--- config.mk ---
export PLATFORM = sky130hd
export DESIGN_NAME = debounce
export DESIGN_NICKNAME = d
export VERILOG_FILES = /design/src/rtl/debounce.sv
export SDC_FILE = /design/constraint.sdc
export NUM_CORES = 1
export LEC_CHECK = 0
export ABC_AREA = 0
export CAP_MARGIN = 40
export CORE_MARGIN = 3
export CORE_UTILIZATION = 50
export DETAILED_ROUTE_END_ITERATION = 8
export PLACE_DENSITY = 0.69
export RECOVER_POWER = 50
export SLEW_MARGIN = 30
export SYNTH_ARGS = -nofsm -noshare
export SYNTH_HDL_FRONTEND = slang
export SYNTH_SLANG_ARGS = --single-unit
--- constraint.sdc ---
create_clock -name clk -period 2.4 [get_ports clk]
set_input_delay 0.48 -clock clk [delete_from_list [all_inputs] [get_ports clk]]
set_output_delay 0.48 -clock clk [all_outputs]
set_load 0.005 [all_outputs]
--- src/rtl/debounce.sv ---
// rtl/debounce.sv - multi-channel switch debouncer with shared sample prescaler
//
// Purpose: synchronizes WIDTH raw button inputs, samples them on a shared
// prescaled tick and accepts a new level only after STABLE_SAMPLES
// consecutive differing samples. Emits one-cycle press/release pulses.
//
// Ports:
//   clk          system clock, rising edge
//   rst_n        asynchronous active-low reset
//   en           clock enable; all debounce state holds while low
//   btn_in       raw asynchronous button levels, one bit per channel
//   btn_state    debounced level per channel
//   btn_press    one-cycle pulse on debounced 0->1
//   btn_release  one-cycle pulse on debounced 1->0
//   sample_tick  one-cycle pulse marking each sample instant
module debounce #(
  parameter int WIDTH          = 2,
  parameter int SAMPLE_DIV     = 100000,
  parameter int STABLE_SAMPLES = 4
) (
  input  logic             clk,
  input  logic             rst_n,
  input  logic             en,
  input  logic [WIDTH-1:0] btn_in,
  output logic [WIDTH-1:0] btn_state,
  output logic [WIDTH-1:0] btn_press,
  output logic [WIDTH-1:0] btn_release,
  output logic             sample_tick
);

  // A divider of 1 still needs a 1-bit counter that sits at 0.
  localparam int PW = (SAMPLE_DIV > 1) ? $clog2(SAMPLE_DIV) : 1;
  localparam int CW = $clog2(STABLE_SAMPLES + 1);
  localparam logic [PW-1:0] PRE_LAST = PW'(SAMPLE_DIV - 1);
  // counter + 1 == STABLE_SAMPLES is the same as counter == STABLE_SAMPLES - 1
  localparam logic [CW-1:0] CNT_LAST = CW'(STABLE_SAMPLES - 1);

  logic [WIDTH-1:0]         meta_q;
  logic [WIDTH-1:0]         sync_q;
  logic [PW-1:0]            pre_q, pre_d;
  logic [WIDTH-1:0][CW-1:0] cnt_q, cnt_d;
  logic [WIDTH-1:0]         state_q, state_d;
  logic [WIDTH-1:0]         press_q, press_d;
  logic [WIDTH-1:0]         release_q, release_d;
  logic                     tick_q;
  logic                     tick;

  // Internal sample strobe; the sample_tick output is its registered copy,
  // so it lines up with the edge on which the channels act on the sample.
  assign tick = en && (pre_q == PRE_LAST);

  always_comb begin
    pre_d = pre_q;
    if (en) begin
      pre_d = tick ? '0 : pre_q + PW'(1);
    end
  end

  always_comb begin
    cnt_d     = cnt_q;
    state_d   = state_q;
    press_d   = '0;
    release_d = '0;
    for (int i = 0; i < WIDTH; i++) begin
      if (tick) begin
        if (sync_q[i] == state_q[i]) begin
          cnt_d[i] = '0;
        end else if (cnt_q[i] == CNT_LAST) begin
          cnt_d[i]     = '0;
          state_d[i]   = sync_q[i];
          press_d[i]   = sync_q[i];
          release_d[i] = ~sync_q[i];
        end else begin
          cnt_d[i] = cnt_q[i] + CW'(1);
        end
      end
    end
  end

  always_ff @(posedge clk or negedge rst_n) begin
    if (!rst_n) begin
      meta_q    <= '0;
      sync_q    <= '0;
      pre_q     <= '0;
      cnt_q     <= '0;
      state_q   <= '0;
      press_q   <= '0;
      release_q <= '0;
      tick_q    <= 1'b0;
    end else begin
      // Synchronizer runs regardless of en.
      meta_q    <= btn_in;
      sync_q    <= meta_q;
      pre_q     <= pre_d;
      cnt_q     <= cnt_d;
      state_q   <= state_d;
      press_q   <= press_d;
      release_q <= release_d;
      tick_q    <= tick;
    end
  end

  assign btn_state   = state_q;
  assign btn_press   = press_q;
  assign btn_release = release_q;
  assign sample_tick = tick_q;

endmodule

==> metrics.txt <==
clock root cell=clkbuf_4; GRT Overall Usage=17.7%; Worst EP required=2660 ps; dpl hpwl=1930 um; FP Rows=19; commonest cells after routing, fill and taps aside=34 x dfrtp_1, 12 x nor2_1, 12 x xnor2_1; syn avg cell area=11.4 um^2; CP bufs+invs=2; crit-path max FO=8; setup violators final=0; Sink Count=34; Max transition margin=46.0%; Worst Tran Pin Value=811 ps; CTS H-tree depth=2; top area cells in the synthesized netlist=dfrtp_1 56%, xnor2_1 6.9%, nor2_1 3.0%, nand4_1 2.9%, ha_1 2.5%; initial DRC count=36; CTS clock-pin slew for the worst setup and hold paths=110 ps; Die Area=0.00373 mm^2; Power Density=768 mW/mm^2; Hold Path Class=flop to flop; Post-CTS Setup Repair Bufs=0; first-pass GRT wire length=4700 um; Worst Skew=12.9 ps; Final Hold Fails=0; die width=61.1 um; area leader, netlist=dfrtp_1; unrepaired setup endpoints after global routing=no; Ant. Diodes=0; largest net degree at the start of global routing=35; critical path cell sequence=clkdlybuf4s50_1, and4_1, nand2_2, buf_4, or4_1, a21oi_1; Post-Syn Area=0.00152 mm^2; layout net count=162; Max Slew Vio Count=0; Num CTS Buffers=5; DR vias=1009; Initial Utilization=53.6%; Resized cells post-CTS=0; number of synthesized register bits=34; leading cell type in the layout, fill and taps excluded=dfrtp_1; drt via density=5.42; Max Freq=504 MHz; CP endpoint kind=flop; Die Y=61.1 um; Worst setup SP type=primary input; Avg WL per Cell=14.4 um; Max clock buf depth=2; outcome=completed; vias in the first global route=1023; Gate Count Post-Synth=133; Port Buffers=11; post-synthesis sequential area ratio=56.2%; Worst-Skew Late Latency=340 ps; router iterations before antenna repair=4; layout cells sized above 1=11.0%; CP Class=primary input to flop; I/O pin count=12; post-route ant nets=0; leakage power=0.000828 uW; antenna violations before repair=0; Synth Net Count=141; Total Power=1370 uW; DRC=0; CP top delay family=simple AND/OR/NAND/NOR gates; Area Growth Syn to Fin=17.8%; crit path time final=1980 ps; max incr delay on CP=590 ps; Crit-path slowest cell=clkdlybuf4s50_1; total grt overflow=0; setup TNS=0 ps; GP Congestion=0.843; Yosys warnings=0; CORE AREA=0.00283 mm^2; Post-CTS Hold Buffers=0; final worst-path cycle share=82.6%; Yosys top cell area share=56.2%; CTS tree=done; maxcap violations=0; Netlist cell types=31; Worst EP arrival=2240 ps; worst ir drop on vdd=0.482 mV; WL final=2680 um
-- stage by stage --
step	setup WS [ps]	utilization (%)	instance area, um^2	hold slack [ps]	cells
finish	418	63.1	1780	358	186
global route	305	63.1	1780	373	186
CTS	425	63.2	1790	361	186
detailed placement	63.4	59.2	1680	336	178
global placement	130	59.2	1680	334	178
floorplan	674	-	1520	184	133
-- flip-flops by register name (all words and copies together) (netlist names) --
name / cells
meta_q: 2
pre_q: 17
btn_state: 2
sync_q: 2
btn_release: 2
cnt_q: 6
btn_press: 2
sample_tick: 1
-- power breakdown --
part / switching (uW) / internal, uW / leakage, uW / total [uW]
clock network: 196 / 353 / 0.0000585 / 549
registers: 71.7 / 624 / 0.000454 / 696
logic: 67.4 / 58.6 / 0.000315 / 126
-- cell families (layout without fill, tap and decap cells) --
kind of cell    after synthesis  count (layout)  share of synthesized area [%]
flops                        34              34                           56.2
simple gates                 56              56                           21.1
mux                           3               3                           2.23
xor+xnor                     15              15                           8.67
compound gates               13              13                           5.53
fa+ha+maj                     3               3                           2.48
buf+inv                       9              31                           3.80
-- final timing paths --
| kind | start | to | slack [ps] | cells after the start |
|---|---|---|---|---|
| setup / recovery | en | pre_q[16]$_DFFE_PN0P_ | 420 | 6 |
| hold / removal | meta_q[1]$_DFF_PN0_ | sync_q[1]$_DFF_PN0_ | 360 | 0 |
| setup reg to reg | pre_q[5]$_DFFE_PN0P_ | btn_state[1]$_DFFE_PN0P_ | 460 | 5 |
| hold reg to reg | meta_q[1]$_DFF_PN0_ | sync_q[1]$_DFF_PN0_ | 360 | 0 |
| max in group asynchronous | rst_n | pre_q[6]$_DFFE_PN0P_ | 1150 | 2 |
| min in group asynchronous | rst_n | btn_press[1]$_DFF_PN0_ | 750 | 2 |
-- metal layers --
metal / global-route usage (%) / up-vias / wire length, um
li1: - / 507 / -
met1: 23.6 / 466 / 1230
met2: 25.8 / 28 / 1220
met3: 7.34 / 8 / 178
met4: 6.81 / 0 / 56
met5: 0 / - / 0
-- synth_stat cells --
cell type,instances
or2_1,1
o21a_1,2
mux2_1,2
mux2_2,1
nor4b_2,1
nand2b_1,6
nand4_1,7
buf_6,1
xor2_1,3
inv_1,6
or4_1,1
nor2b_1,1
inv_6,1
nor3_1,5
and4_1,4
a21oi_1,1
nand3_1,5
nand2_1,4
nor3b_1,2
xnor2_1,12
ha_1,3
a311o_1,1
dfrtp_1,34
and3_1,3
nor4_1,3
o22ai_1,1
o31ai_1,3
nor2_1,12
nand2_2,1
o21ai_0,5
buf_8,1
-- area by class of cell --
| type | count | area, um^2 |
|---|---|---|
| clock buffers | 6 | 51.3 |
| clock inverters | 2 | 60.1 |
| fillers | 237 | 1040 |
| inverters | 7 | 31.3 |
| multi-input cells | 90 | 607 |
| flip-flops and latches | 34 | 851 |
| well taps | 31 | 38.8 |
| repair buffers | 16 | 145 |
No activity file was read; power rests on OpenSTA's default activity.
==> patch (same settings) <==
`WIDTH`: 2 -> 4.
--- a/src/rtl/debounce.sv
+++ b/src/rtl/debounce.sv
@@ -15,5 +15,5 @@
 //   sample_tick  one-cycle pulse marking each sample instant
 module debounce #(
-  parameter int WIDTH          = 2,
+  parameter int WIDTH          = 4,
   parameter int SAMPLE_DIV     = 100000,
   parameter int STABLE_SAMPLES = 4
Ports: changed (resized btn_in, btn_press, btn_release and btn_state); port bits go from 12 to 20. The function was not compared with the original's and may differ.
==> patch against the original RTL <==
  * Worst setup slack gained 0.068 ns
  * Design area grew 42%
  * Global-route usage shrank 0.44 points
  * Synthesized area grew 43%
  * Cell count grew 38%
  * Critical path depth shrank 1
  * Routed wire length grew 46%
  * Hold slack lost 0.0049 ns
  * Total power grew 21%
  * Sequential cell count grew 16
  * Die area grew 39%
  * Largest cell class unchanged
  * Highest routed layer unchanged
==> patch: results (changes against the original RTL) <==
metric,value,unit,change
status,finished clean,,unchanged
Critical-path top delay cell,dfrtp_1,,was clkdlybuf4s50_1
Signal buf overhead,8.94,%,was 8.13%
CP peak stage delay,0.43,ns,was 0.59 ns
routability congestion estimate,0.749,,was 0.843
max frequency,522,MHz,was 504 MHz
area of the multi-input gates,832,um2,was 607 um2
count of cell types in the netlist,33,,was 31
post-synthesis mux area share,2.07,%,was 2.23%
placed cells,248,,was 178
WP data arrival,2.11,ns,was 2.24 ns
adder-cell share of the synthesized area,2.88,%,was 2.48%
hold wc startpoint,meta_q[3],,was meta_q[1]
inverter count,11,,was 7
largest cells by area after synthesis,"dfrtp_1 (58%), xnor2_1 (4.0%), and4_1 (3.2%)",,"was dfrtp_1 (56%), xnor2_1 (6.9%), nor2_1 (3.0%)"
Final nets,217,,was 162
Syn Nets,189,,was 141
Non-Clock Buffer Count,25,,was 16
Critical Path Fanout Max,11,,was 8
complex-gate fraction of the synthesized area,7.20,%,was 5.53%
worst slack at placement,0.213,ns,was 0.0634 ns
Syn Inst Count,177,,was 133
worst vdd ir,427,uV,was 482 uV
DRC marker count from the first detailed-route iteration,63,,was 36
later-pin clock latency in the skew report,0.31,ns,was 0.34 ns
Max Clock Skew,0.00935,ns,was 0.0129 ns
clk root buf,clkbuf_8,,was clkbuf_4
first-pass GRT wire length,7040,um,was 4700 um
critical path endpoint,cnt_q[9],,was pre_q[16]
Reg area,1250,um2,was 851 um2
largest net degree at the start of global routing,29,,was 35
routed len/inst,15.3,um,was 14.4 um
R2R Setup Slk,0.49,ns,was 0.46 ns
# rows,23,,was 19
detailed placement HPWL,2740,um,was 1930 um
#MultiIn Comb,112,,was 90
==> patch: changes by cell type after synthesis, sizes merged, moves of 4 or more <==
cell    before  now
and4         4    8
inv          7   11
xor2         3    7
dfrtp       34   50
o21ai        5   10
nand3b       0    4
nand4        7    2
o31ai        3    8
==> patch: cell families (layout without fill, tap and decap cells) <==
family / after synthesis / count (layout)
compound gates: 25 / 25
buf+inv: 15 / 44
flops: 50 / 50
mux: 4 / 4
xor+xnor: 17 / 17
simple gates: 61 / 61
fa+ha+maj: 5 / 5
==> patch: worst min-delay path by stage <==
stage,to,cells past startpoint
2_1_floorplan,btn_press[0],0
3_3_place_gp,sync_q[0],0
3_5_place_dp,sync_q[1],0
4_1_cts,cnt_q[2],1
5_1_grt,sync_q[2],0
6_report,sync_q[3],0
==> patch: power groups by stage <==
stage / Clock [mW] / Combinational (mW) / Sequential, mW
floorplan: 0 / 0.0728 / 0.945
global placement: 0 / 0.109 / 0.955
detailed placement: 0 / 0.114 / 0.958
CTS: 0.620 / 0.116 / 0.941
global route: 0.663 / 0.127 / 0.953
finish: 0.604 / 0.109 / 0.943
==> patch: layer usage <==
layer / share of wire [%] / wire length (um) / vias to the layer above / GRT usage (%)
li1: - / - / 674 / -
met1: 45 / 1760 / 701 / 23.0
met2: 50 / 1950 / 34 / 27.9
met3: 4.7 / 182 / 4 / 4.71
met4: 0.56 / 22 / 0 / 5.22
met5: 0 / 0 / - / 0
==> patch: worst register-to-register path, cell delays in order (launching register included) <==
cell and delay [ns]:
dfrtp_1 0.43, nor4b_2 0.34, nand3_2 0.24, or2_1 0.32
inv_4 0.13, mux2_2 0.34
